--- config.mk ---
export PLATFORM = sky130hd
export DESIGN_NAME = audio_i2s_tx
export DESIGN_NICKNAME = d
export VERILOG_FILES = /design/src/rtl/audio_pkg.sv /design/src/rtl/audio_i2s_clkgen.sv /design/src/rtl/audio_i2s_tx.sv
export SDC_FILE = /design/constraint.sdc
export NUM_CORES = 1
export LEC_CHECK = 0
export CAP_MARGIN = 20
export CORE_ASPECT_RATIO = 0.75
export CORE_MARGIN = 1.5
export CORE_UTILIZATION = 50
export DETAILED_ROUTE_END_ITERATION = 10
export GPL_TIMING_DRIVEN = 0
export MAX_ROUTING_LAYER = met4
export PLACE_DENSITY = 0.79
export SLEW_MARGIN = 10
export SYNTH_ARGS = -nofsm -noshare
export SYNTH_HDL_FRONTEND = slang
export SYNTH_HIERARCHICAL = 1
export SYNTH_SLANG_ARGS = --single-unit
--- constraint.sdc ---
create_clock -name clk -period 2.33 [get_ports clk]
set_input_delay 0.233 -clock clk [delete_from_list [all_inputs] [get_ports clk]]
set_output_delay 0.233 -clock clk [all_outputs]
set_load 0.02 [all_outputs]
--- src/rtl/audio_pkg.sv ---
// Shared audio types for the I2S transmit path: sample/frame widths and the
// signed stereo sample pair that travels from the volume stage to the serializer.
package audio_pkg;

    localparam int AUDIO_SAMPLE_W   = 16;
    localparam int AUDIO_FRAME_BITS = 32;
    localparam int AUDIO_BIT_CNT_W  = $clog2(AUDIO_FRAME_BITS);

    typedef struct packed {
        logic signed [AUDIO_SAMPLE_W-1:0] left;
        logic signed [AUDIO_SAMPLE_W-1:0] right;
    } audio_pair_t;

    // Left word occupies the upper half so it is shifted out first.
    function automatic logic [AUDIO_FRAME_BITS-1:0] pair_to_frame(input audio_pair_t pair);
        return {pair.left, pair.right};
    endfunction

endpackage

--- src/rtl/audio_i2s_clkgen.sv ---
// Bit-clock generator: divides clk by 2*HALF_DIV to make BCLK and emits a
// one-clk strobe in the cycle whose edge drives BCLK from 1 to 0.
module audio_i2s_clkgen #(
    parameter int HALF_DIV = 4
) (
    input  logic clk,
    input  logic reset_n,
    output logic bclk_o,
    output logic fall_stb_o
);

    localparam int CW = (HALF_DIV > 2) ? $clog2(HALF_DIV) : 1;

    logic [CW-1:0] div_q;
    logic [CW-1:0] div_d;
    logic          bclk_q;
    logic          bclk_d;
    logic          term_cnt;

    assign term_cnt = (div_q == CW'(HALF_DIV - 1));

    always_comb begin
        div_d  = div_q + CW'(1);
        bclk_d = bclk_q;
        if (term_cnt) begin
            div_d  = '0;
            bclk_d = ~bclk_q;
        end
    end

    always_ff @(posedge clk or negedge reset_n) begin
        if (!reset_n) begin
            div_q  <= '0;
            bclk_q <= 1'b0;
        end else begin
            div_q  <= div_d;
            bclk_q <= bclk_d;
        end
    end

    assign bclk_o     = bclk_q;
    assign fall_stb_o = term_cnt & bclk_q;

endmodule

--- src/rtl/audio_i2s_tx.sv ---
// Stereo I2S transmitter with a one-pair holding register and underrun repeat.
// Define AUDIO_I2S_TX_LJ_EN for left-justified output instead of standard I2S.
module audio_i2s_tx
    import audio_pkg::*;
#(
    parameter int BCLK_HALF_DIV = 4
) (
    input  logic                             clk,
    input  logic                             reset_n,
    input  logic signed [AUDIO_SAMPLE_W-1:0] audio_left_in,
    input  logic signed [AUDIO_SAMPLE_W-1:0] audio_right_in,
    input  logic                             sample_valid,
    output logic                             sample_ready,
    output logic                             i2s_bclk,
    output logic                             i2s_lrck,
    output logic                             i2s_data,
    output logic                             underrun
);

    logic                          fall_stb;
    logic                          load_stb;
    logic                          accept;

    logic [AUDIO_BIT_CNT_W-1:0]    bit_cnt_q;
    logic [AUDIO_BIT_CNT_W-1:0]    bit_cnt_d;
    logic [AUDIO_FRAME_BITS-1:0]   shift_q;
    logic [AUDIO_FRAME_BITS-1:0]   shift_d;
    audio_pair_t                   hold_q;
    audio_pair_t                   hold_d;
    audio_pair_t                   last_q;
    audio_pair_t                   last_d;
    logic                          hold_full_q;
    logic                          hold_full_d;
    logic                          underrun_q;
    logic                          underrun_d;
    logic                          start_q;

    audio_i2s_clkgen #(
        .HALF_DIV   (BCLK_HALF_DIV)
    ) u_clkgen (
        .clk        (clk),
        .reset_n    (reset_n),
        .bclk_o     (i2s_bclk),
        .fall_stb_o (fall_stb)
    );

    assign load_stb     = fall_stb & (bit_cnt_q == '1);
    assign accept       = sample_valid & ~hold_full_q;
    assign sample_ready = ~hold_full_q;
    assign i2s_lrck     = bit_cnt_q[AUDIO_BIT_CNT_W-1];
    assign underrun     = underrun_q;

    // The frame already in flight when reset releases never carried a sample,
    // so it is reported as an underrun through start_q.
    always_comb begin
        bit_cnt_d   = bit_cnt_q;
        shift_d     = shift_q;
        hold_d      = hold_q;
        last_d      = last_q;
        hold_full_d = hold_full_q;
        underrun_d  = start_q;

        if (fall_stb) begin
            bit_cnt_d = bit_cnt_q + AUDIO_BIT_CNT_W'(1);
            shift_d   = {shift_q[AUDIO_FRAME_BITS-2:0], 1'b0};
        end

        if (load_stb) begin
            if (hold_full_q) begin
                shift_d     = pair_to_frame(hold_q);
                last_d      = hold_q;
                hold_full_d = 1'b0;
            end else begin
                shift_d    = pair_to_frame(last_q);
                underrun_d = 1'b1;
            end
        end

        // Only reachable with the holding register empty, so never collides with a load.
        if (accept) begin
            hold_d.left  = audio_left_in;
            hold_d.right = audio_right_in;
            hold_full_d  = 1'b1;
        end
    end

    always_ff @(posedge clk or negedge reset_n) begin
        if (!reset_n) begin
            bit_cnt_q   <= '0;
            shift_q     <= '0;
            hold_q      <= '0;
            last_q      <= '0;
            hold_full_q <= 1'b0;
            underrun_q  <= 1'b0;
            start_q     <= 1'b1;
        end else begin
            bit_cnt_q   <= bit_cnt_d;
            shift_q     <= shift_d;
            hold_q      <= hold_d;
            last_q      <= last_d;
            hold_full_q <= hold_full_d;
            underrun_q  <= underrun_d;
            start_q     <= 1'b0;
        end
    end

`ifdef AUDIO_I2S_TX_LJ_EN
    assign i2s_data = shift_q[AUDIO_FRAME_BITS-1];
`else
    // One-BCLK delay so the left MSB lands one bit after the word-select edge.
    logic data_q;
    logic data_d;

    always_comb begin
        data_d = data_q;
        if (fall_stb) begin
            data_d = shift_q[AUDIO_FRAME_BITS-1];
        end
    end

    always_ff @(posedge clk or negedge reset_n) begin
        if (!reset_n) begin
            data_q <= 1'b0;
        end else begin
            data_q <= data_d;
        end
    end

    assign i2s_data = data_q;
`endif

endmodule

* Word level (Yosys, flattened, before mapping)
Cells that the tools add are included.
** Storage, ports and cells
- Register bits :: 108
- Input bits :: 35
- Output and inout port bits :: 5
- Logic and storage cells :: 31
** Operators by class
- Add/subtract/negate cells :: 2
- Eq/ne operators :: 2
- Muxes and demuxes :: 8
- Bitwise operators :: 5
- Reductions and logical operators :: 2
** Operator list (count)
- $mux W32 :: 3
- $add A5 B1 Y5 const B :: 1
- $eq A5 B5 Y1 const B :: 1
- $mux W1 :: 4
- $reduce_bool A2 Y1 :: 2
- $and A1 B1 Y1 :: 3
- $add A2 B1 Y2 const B :: 1
- $eq A2 B2 Y1 const B :: 1
- $mux W2 :: 1
- $not A1 Y1 :: 2

* Depth between registers and ports, before layout
Gate-level depths: netlist of the first run.
- Word-level depth :: 5
- Mapped depth :: 7
- Mapped depth without buffers :: 5

* By module
The synthesis of the first run kept the hierarchy.
** By module, submodules not included
- audio_i2s_tx :: instances 1, cells an instance 339, area an instance 4780.8 um^2, seq. area each 2628.8 um^2
- audio_i2s_clkgen :: instances 1, cells an instance 7, area an instance 107.6 um^2, seq. area each 75.1 um^2

* Worst setup path before layout of the first run
No wires, ideal clock.
- Kind :: register to register
- Start point :: register bit_cnt_q[0]
- End point :: register last_q[10] in the netlist's numbering
- Setup time :: 127 ps
- Arrival time :: 1563 ps
- Required time :: 2203 ps
- Slack :: 640 ps
- Stages on the path, launching flop included :: 7
- Buffers on the path :: 1
- Clock period less this slack :: 1690 ps
- Cell sequence :: dfrtp_1 -> ha_1 -> and3_1 -> ha_1 -> nand3_4 -> buf_6 -> mux2_1
** Between the ends
- Word-level cells in the longest chain between the ends :: 2
** Ends and longest elaborated chain
- start, declared :: line audio_i2s_tx.sv:24 : logic [AUDIO_BIT_CNT_W-1:0] bit_cnt_q;
- start signal, assigned :: line audio_i2s_tx.sv:97 : bit_cnt_q <= bit_cnt_d;
- $eq A5 B5 Y1 :: line audio_i2s_tx.sv:47 : assign load_stb = fall_stb & (bit_cnt_q == '1);
- $and A1 B1 Y1 :: line audio_i2s_tx.sv:47
- end signal, assigned :: line audio_i2s_tx.sv:100 : last_q <= last_d;
- end, declared :: line audio_i2s_tx.sv:30 : audio_pair_t last_q;
No other way between the ends.
A chain may end at the register's enable or synchronous reset.

* Worst setup path after layout of the first run
- Start point :: register bit_cnt_q[0]
- End point :: register shift_q[7]
** Between the ends
- Word-level cells in the longest chain between the ends :: 3
- Elaborated cells between the ends (all ways) :: 4
- Those cells by class :: 1 x eq/ne; 1 x mux; 1 x bitwise; 1 x reduce/logical
** Ends and longest elaborated chain
- $eq A5 B5 Y1 * :: line audio_i2s_tx.sv:47
- $and A1 B1 Y1 * :: line audio_i2s_tx.sv:47
- $mux W32 / $reduce_bool A2 Y1 (equally long branches)
- end signal, assigned :: line audio_i2s_tx.sv:98 : shift_q <= shift_d;
- end, declared :: line audio_i2s_tx.sv:26 : logic [AUDIO_FRAME_BITS-1:0] shift_q;
Mark *: on every way between the ends. The rest lies on a longest branch, timed or not.

==> summary.txt, run 1 <==
Worst setup path
  – CP max stage cell: dfrtp_1
  – Critical path required time: 2.54 ns
  – R2R Setup Slk: 0.27 ns
  – Worst-path maximum fanout: 10
  – Critical Path End Type: flip-flop
  – Crit path kind: flip-flop to flip-flop
  – CP arrival: 2.27 ns
  – Worst path cell trace: ha_1, and3_1, ha_1, nand2_1, buf_1, o211ai_1
  – Highest cell delay on the worst timing path: around 0.42 ns
  – Worst setup SP type: flip-flop
  – Most frequent cell on the critical path: ha_1

Route
  – DR pass1 iterations: 4
  – Initial DRC Count: between 150 and 200
  – Detailed-route vias per instance: 5.36
  – Antenna Violating Nets Remaining: 0
  – Drt total wl: 9.03 mm
  – Detailed-route via count: 2867
  – # DRC: 0
  – Drt wl/cell: 16.9 µm

Finish
  – Layout Nets: 436
  – Fillers: 741
  – Antenna diode count: 0
  – Syn-to-layout area delta: 18.9%
  – Core Util, Final: about three fifths
  – Layout cells sized above 1: 18.6%

Power and ir drop
  – VDD IR max: approximately 0.41 mV
  – Sequential power share: 51.1%
  – Leakage Power: 2.81 nW
  – P_int: 3.12 mW
  – Cell Pwr Density: just under 700 nW/µm²
  – Switch share: 20.6%
  – Clock power share: 42.4%
  – Combinational power share: 6.6%
  – NetSw: 808 µW

Clock network
  – Clk Latency, worst-skew pair: about 0.35 ns
  – Clk pin slew, worst setup/hold paths: 0.07 ns
  – Inserted Clock Buffers: 9
  – H-Tree Depth: 3
  – Root buffer cell: clkbuf_16
  – Post-CTS resize count: 0
  – Clock buffer depth: 2
  – # clock sinks: 108
  – CTS tree: done
  – Setup Fix Bufs, Post-CTS: 0

STA
  – Max-slew violations: 0
  – Fmax: between 400 and 500 MHz
  – RSZ-0062 raised after global routing: no
  – Final hold vios: 0
  – Period utilization: 88.6%
  – Final critical-path required period: 2.06 ns
  – Final hold slack: 0.278 ns
  – Final setup violation count: 0
  – Clk_skew: 0.00640 ns

Placement
  – Placer Congestion: 0.747
  – Port Buffers: 39
  – DP HPWL: 5.90 mm

Synthesis
  – Synth area leader: dfrtp_1
  – Synth cell count leaders: dfrtp_1 (107), mux2i_1 (32), nand2b_1 (31), nand3b_1 (31), o211ai_1 (31)
  – Syn_nets: 384
  – Average size of a mapped cell: 14.1 µm²
  – Seq cells post-synth: roughly 110
  – Syn. warnings: 6
  – Sequential cell area fraction in the yosys report: 55.3%
  – Post-synth EDFFs: 0
  – Mapped Cells: around 350
  – Top-count cell post-synth: dfrtp_1
  – Synth cell types: 29
  – Top post-synthesis cells by area: dfrtp_1 (55%), mux2_4 (9.2%), mux2_1 (6.7%)
  – Synth top area share: 54.8%
  – Mapped cell area: just under 5000 µm²
  – Post-synth ARST share: 100%
  – Synth Flop Type: dfrtp_1

Global routing
  – Remaining Overflow, GRT: 0
  – Met1 global-route usage: ~24%
  – Met2 Usage GRT: 32.7%
  – Overall Global Routing Usage: 20.3%
  – Vias in the first global route: a little over 3000
  – Largest net degree at the start of global routing: 92
  – Initial antenna violation count: 0
  – Busiest grt layer: met2
  – First-pass GRT wire length: 15.1 mm
  – M3 GR Usage: 6.71%

Die
  – Ports: 40
  – Core Region: between 9000 and 10000 µm²
  – Die width: ~120 µm
  – Die Area: ~10000 µm²
  – Die Ht: 88.6 µm
  – # rows: 31
  – Initial Util: about half

Job
  – MaxCap Viol Count: 0

Worst hold path
  – Worst Hold Class: input pin to async pin

Status
  – Status: finished clean
==> worst paths after layout <==
path                                                   from                     endpoint  cells past startpoint
worst min-delay path                                reset_n       hold_q[29]$_DFFE_PN0P_                      2
worst min register to register  u_clkgen/div_q[0]$_DFF_PN0_  u_clkgen/div_q[0]$_DFF_PN0_                      1
max in group asynchronous                           reset_n            start_q$_DFF_PN1_                      3
worst max-delay path               bit_cnt_q[0]$_DFFE_PN0P_       shift_q[7]$_DFFE_PN0P_                      6
worst max register to register     bit_cnt_q[0]$_DFFE_PN0P_       shift_q[7]$_DFFE_PN0P_                      6
min in group clk                u_clkgen/div_q[0]$_DFF_PN0_  u_clkgen/div_q[0]$_DFF_PN0_                      1
==> state kept, by name, summed over array words and instances (netlist names), 2 cells and up <==
| signal | cells |
|---|---|
| u_clkgen/div_q | 2 |
| last_q | 32 |
| shift_q | 32 |
| bit_cnt_q | 5 |
| hold_q | 32 |
==> layer usage <==
metal / up-vias / part of all wire, % / wire length [µm]
met5: - / 0 / 0
met4: 0 / 1.4 / 122
met3: 10 / 4.5 / 404
met2: 55 / 49 / 4430
met1: 1465 / 45 / 4080
li1: 1337 / - / -
==> power groups by stage <==
stage	Combinational (mW)	Clock, mW	Sequential, mW
after floorplan	0.139	0	2.02
after global placement	0.249	0	2.04
after detailed placement	0.261	0	2.04
after CTS	0.264	1.70	2.01
after global routing	0.283	1.78	2.02
final	0.258	1.67	2.01
==> area by class of cell <==
cell class	instances	area (µm²)	share of cell area (%)
clock buffer	13	260	4.48
inverter	2	7.51	0.129
tap	132	165	2.84
clock inverter	3	68.8	1.18
multi-input combinational	211	2000	34.4
sequential	108	2700	46.5
timing repair buffer	41	429	7.38
buffer	25	175	3.01
==> logic make-up (layout without fill, tap and decap cells) <==
family	count (synthesis)	count (layout)	synth area share, %
xor+xnor	4	4	0.717
other cells	1	1	0.0767
simple gates	70	70	9.91
flops	108	108	55.3
fa+ha+maj	3	3	0.768
buf+inv	27	84	3.74
compound gates	34	34	5.20
mux	99	99	24.3
==> worst max-delay path: cells and delay by family, from the launching register on <==
family          cells  cell delay (ns)
compound gates      1             0.18
simple gates        2             0.37
fa+ha+maj           2             0.52
buf+inv             1             0.42
flops               1             0.42
==> cell usage in the layout, fill, tap and decap left out, types with 3 or more instances in the layout <==
cell | Yosys | routed
mux2_2 | 8 | 8
ha_1 | 3 | 3
buf_2 | 5 | 5
mux2_4 | 30 | 30
dfrtp_1 | 107 | 107
mux2i_1 | 32 | 32
buf_6 | 8 | 9
clkbuf_1 | 6 | 8
o211ai_1 | 31 | 31
nand2b_1 | 31 | 31
buf_4 | 4 | 4
clkbuf_16 | 0 | 9
clkdlybuf4s50_1 | 0 | 38
nand3b_1 | 31 | 31
mux2_1 | 29 | 29
==> what timing repair did <==
item,in CTS,in global routing
endpoints found under the hold margin,17,0
setup endpoints to repair,0,0
hold buffers,1,0
==> per-stage QoR <==
step	setup WS, ns	instances	cell area (µm²)	total power [mW]	TNS, ns
CTS	0.254	535	5810	3.97	0
detailed placement	0.304	518	5470	2.30	0
global route	0.135	535	5810	4.09	0
finish	0.267	535	5810	3.93	0
global placement	-2.92	517	5440	2.29	-312.79
floorplan	0.640	346	4890	2.16	0
Power figures use the tool's default switching activity.
==> run 2: changes to the inputs <==
==> constraint.sdc (replaced) <==
create_clock -name clk -period 2.33 [get_ports clk]
set_input_delay 0.699 -clock clk [delete_from_list [all_inputs] [get_ports clk]]
set_output_delay 0.699 -clock clk [all_outputs]
set_load 0.02 [all_outputs]
==> run 2 against run 1 <==
Die area stayed put. Worst setup slack worse by 0.097 ns. Non-clock buffer count is 1 lower. Critical path type is now flip-flop to output pin. Largest power group unchanged.
==> summary.txt, run 2 (synthesized netlist as in run 1, its figures left out) <==
Global routing
  – Overall Global Routing Usage: 20.3% (unchanged)
  – Vias in the first global route: 3054 (unchanged)
  – Largest net degree at the start of global routing: 92 (unchanged)
  – Initial antenna violation count: 0 (unchanged)
  – Remaining Overflow, GRT: 0 (unchanged)
  – First-pass GRT wire length: 15.1 mm (unchanged)

Power and ir drop
  – Switch share: 20.6% (about the same)
  – NetSw: 813 µW (was 808 µW)
  – Tot Pwr: 3.93 mW (about the same)
  – Leakage Power: 2.81 nW (about the same)
  – Sequential power share: 51.0% (was 51.1%)
  – VDD IR max: 0.412 mV (was 0.413 mV)
  – Combinational power share: 6.5% (was 6.6%)
  – Cell Pwr Density: 678 nW/µm² (was 676 nW/µm²)
  – Clock power share: 42.5% (was 42.4%)
  – P_int: 3.12 mW (about the same)

Clock network
  – Post-CTS resize count: 1 (was 0)
  – Hold Buf Count CTS: 0 (was 1)
  – Inserted Clock Buffers: 9 (unchanged)
  – Clock buffer depth: 2 (unchanged)
  – Clk Latency, worst-skew pair: 0.35 ns (about the same)
  – # clock sinks: 108 (unchanged)
  – H-Tree Depth: 3 (unchanged)
  – Root buffer cell: clkbuf_16 (unchanged)
  – Clk pin slew, worst setup/hold paths: 0.07 ns (about the same)
  – Setup Fix Bufs, Post-CTS: 0 (unchanged)
  – CTS tree: done (unchanged)

Finish
  – Antenna diode count: 0 (unchanged)
  – Fillers: 744 (was 741)
  – Commonest non-fill, non-tap cell in the layout: dfrtp_1 (unchanged)
  – Layout Nets: 435 (was 436)
  – Area occupied by multi-input gates: 2000 µm² (unchanged)
  – Most frequent cells in the layout: dfrtp_1 (107), clkdlybuf4s50_1 (37), mux2i_1 (32) (was dfrtp_1 (107), clkdlybuf4s50_1 (38), mux2i_1 (32))
  – Layout cells sized above 1: 18.7% (was 18.6%)
  – Top Registers: hold_q (32), last_q (32), shift_q (32) (unchanged)
  – Syn-to-layout area delta: 18.7% (was 18.9%)
  – FF/Latch Area: 2700 µm² (unchanged)
  – Core Util, Final: 60.5% (was 60.7%)

Die
  – Die Area: 10400 µm² (unchanged)
  – Ports: 40 (unchanged)
  – Core Region: 9580 µm² (unchanged)
  – Die Ht: 88.6 µm (unchanged)
  – Initial Util: 51.0% (unchanged)
  – Die width: 117 µm (unchanged)
  – # rows: 31 (unchanged)

Route
  – Initial DRC Count: 165 (was 177)
  – Drt wl/cell: 16.9 µm (about the same)
  – DR pass1 iterations: 4 (unchanged)
  – Antenna Violating Nets Remaining: 0 (unchanged)
  – Drt total wl: 9.03 mm (about the same)
  – # DRC: 0 (unchanged)
  – Detailed-route vias per instance: 5.37 (was 5.36)
  – Detailed-route via count: 2866 (was 2867)

Worst setup path
  – Worst setup SP type: flip-flop (unchanged)
  – Critical Path End Type: output pin (was flip-flop)
  – CP max stage cell: dfrtp_1 (unchanged)
  – Crit path kind: flip-flop to output pin (was flip-flop to flip-flop)
  – Reg2Reg Launch Point: bit_cnt_q[0]$_DFFE_PN0P_ (unchanged)
  – Worst-path maximum fanout: 10 (unchanged)
  – Critical path required time: 1.63 ns (was 2.54 ns)
  – Highest cell delay on the worst timing path: 0.38 ns (was 0.42 ns)
  – Worst path cell trace: buf_6, buf_4, inv_1, dlygate4sd2_1 (was ha_1, and3_1, ha_1, nand2_1, buf_1, o211ai_1)
  – CP arrival: 1.46 ns (was 2.27 ns)
  – Setup crit start: hold_full_q$_DFFE_PN0P_ (was bit_cnt_q[0]$_DFFE_PN0P_)
  – R2R Setup Slk: 0.27 ns (about the same)

Placement
  – Placer Congestion: 0.747 (unchanged)
  – DP HPWL: 5.90 mm (unchanged)
  – Port Buffers: 39 (unchanged)

STA
  – Final setup violation count: 0 (unchanged)
  – Clk_skew: 0.00651 ns (was 0.00640 ns)
  – Final critical-path required period: 2.16 ns (was 2.06 ns)
  – RSZ-0062 raised after global routing: no (unchanged)
  – Final hold vios: 0 (unchanged)
  – Fmax: 463 MHz (was 485 MHz)
  – Period utilization: 92.7% (was 88.6%)
  – Max-slew violations: 0 (unchanged)

Worst hold path
  – Worst Hold Class: input pin to async pin (unchanged)

Job
  – MaxCap Viol Count: 0 (unchanged)

Status
  – Status: finished clean (unchanged)
-- run 2: cell count changes in the layout (fill, tap and decap cells not counted), sizes merged --
| cell | before | now |
|---|---|---|
| clkdlybuf4s50 | 38 | 37 |
| dlygate4sd2 | 0 | 1 |
| dlygate4sd3 | 1 | 0 |
-- run 2: final cells by class --
| type | count | area share (%) |
|---|---|---|
| Timing Repair Buffer | 40 | 7.20 |
| Multi-Input combinational cell | 211 | 34.5 |
| Tap cell | 132 | 2.85 |
| Buffer | 25 | 3.02 |
| Clock buffer | 13 | 4.49 |
| Clock inverter | 3 | 1.19 |
| Inverter | 2 | 0.129 |
| Sequential cell | 108 | 46.6 |
-- run 2: per-layer routing --
metal	global-route usage, %	wire length [µm]	up-vias
met5	-	0	-
met4	6.57	122	0
met3	6.71	392	10
met2	32.7	4410	53
met1	24.4	4100	1468
li1	-	-	1335
-- run 2: power by group through the flow --
stage	Sequential, mW	Combinational, mW	Clock, mW
after floorplan	2.02	0.139	0
final	2.01	0.256	1.67
after CTS	2.01	0.263	1.70
after detailed placement	2.04	0.261	0
after global placement	2.04	0.249	0
after global routing	2.02	0.282	1.78
-- run 2: worst max-delay path, delay by kind of cell (launching register included) --
kind / cells / cell delay, ns
buf+inv: 4 / 0.73
flops: 1 / 0.38
-- run 2: final timing paths --
| kind | cells past startpoint | end |
|---|---|---|
| worst max register to register | 6 | shift_q[7]$_DFFE_PN0P_ |
| worst min register to register | 1 | u_clkgen/div_q[0]$_DFF_PN0_ |
| worst min-delay path | 1 | hold_q[29]$_DFFE_PN0P_ |
| min in group clk | 1 | u_clkgen/div_q[0]$_DFF_PN0_ |
| max in group asynchronous | 2 | start_q$_DFF_PN1_ |
| worst max-delay path | 4 | sample_ready |
-- run 2: per-stage QoR --
step / instance area (µm²) / cells / hold slack (ns) / setup TNS (ns) / setup WS (ns)
after floorplan: 4890 / 346 / 0.403 / 0 / 0.640
after global placement: 5440 / 517 / 0.417 / -363.12 / -3.38
after detailed placement: 5470 / 518 / 0.429 / 0 / 0.189
after CTS: 5800 / 534 / 0.169 / 0 / 0.146
after global routing: 5800 / 534 / 0.175 / 0 / 0.0935
final: 5800 / 534 / 0.174 / 0 / 0.169
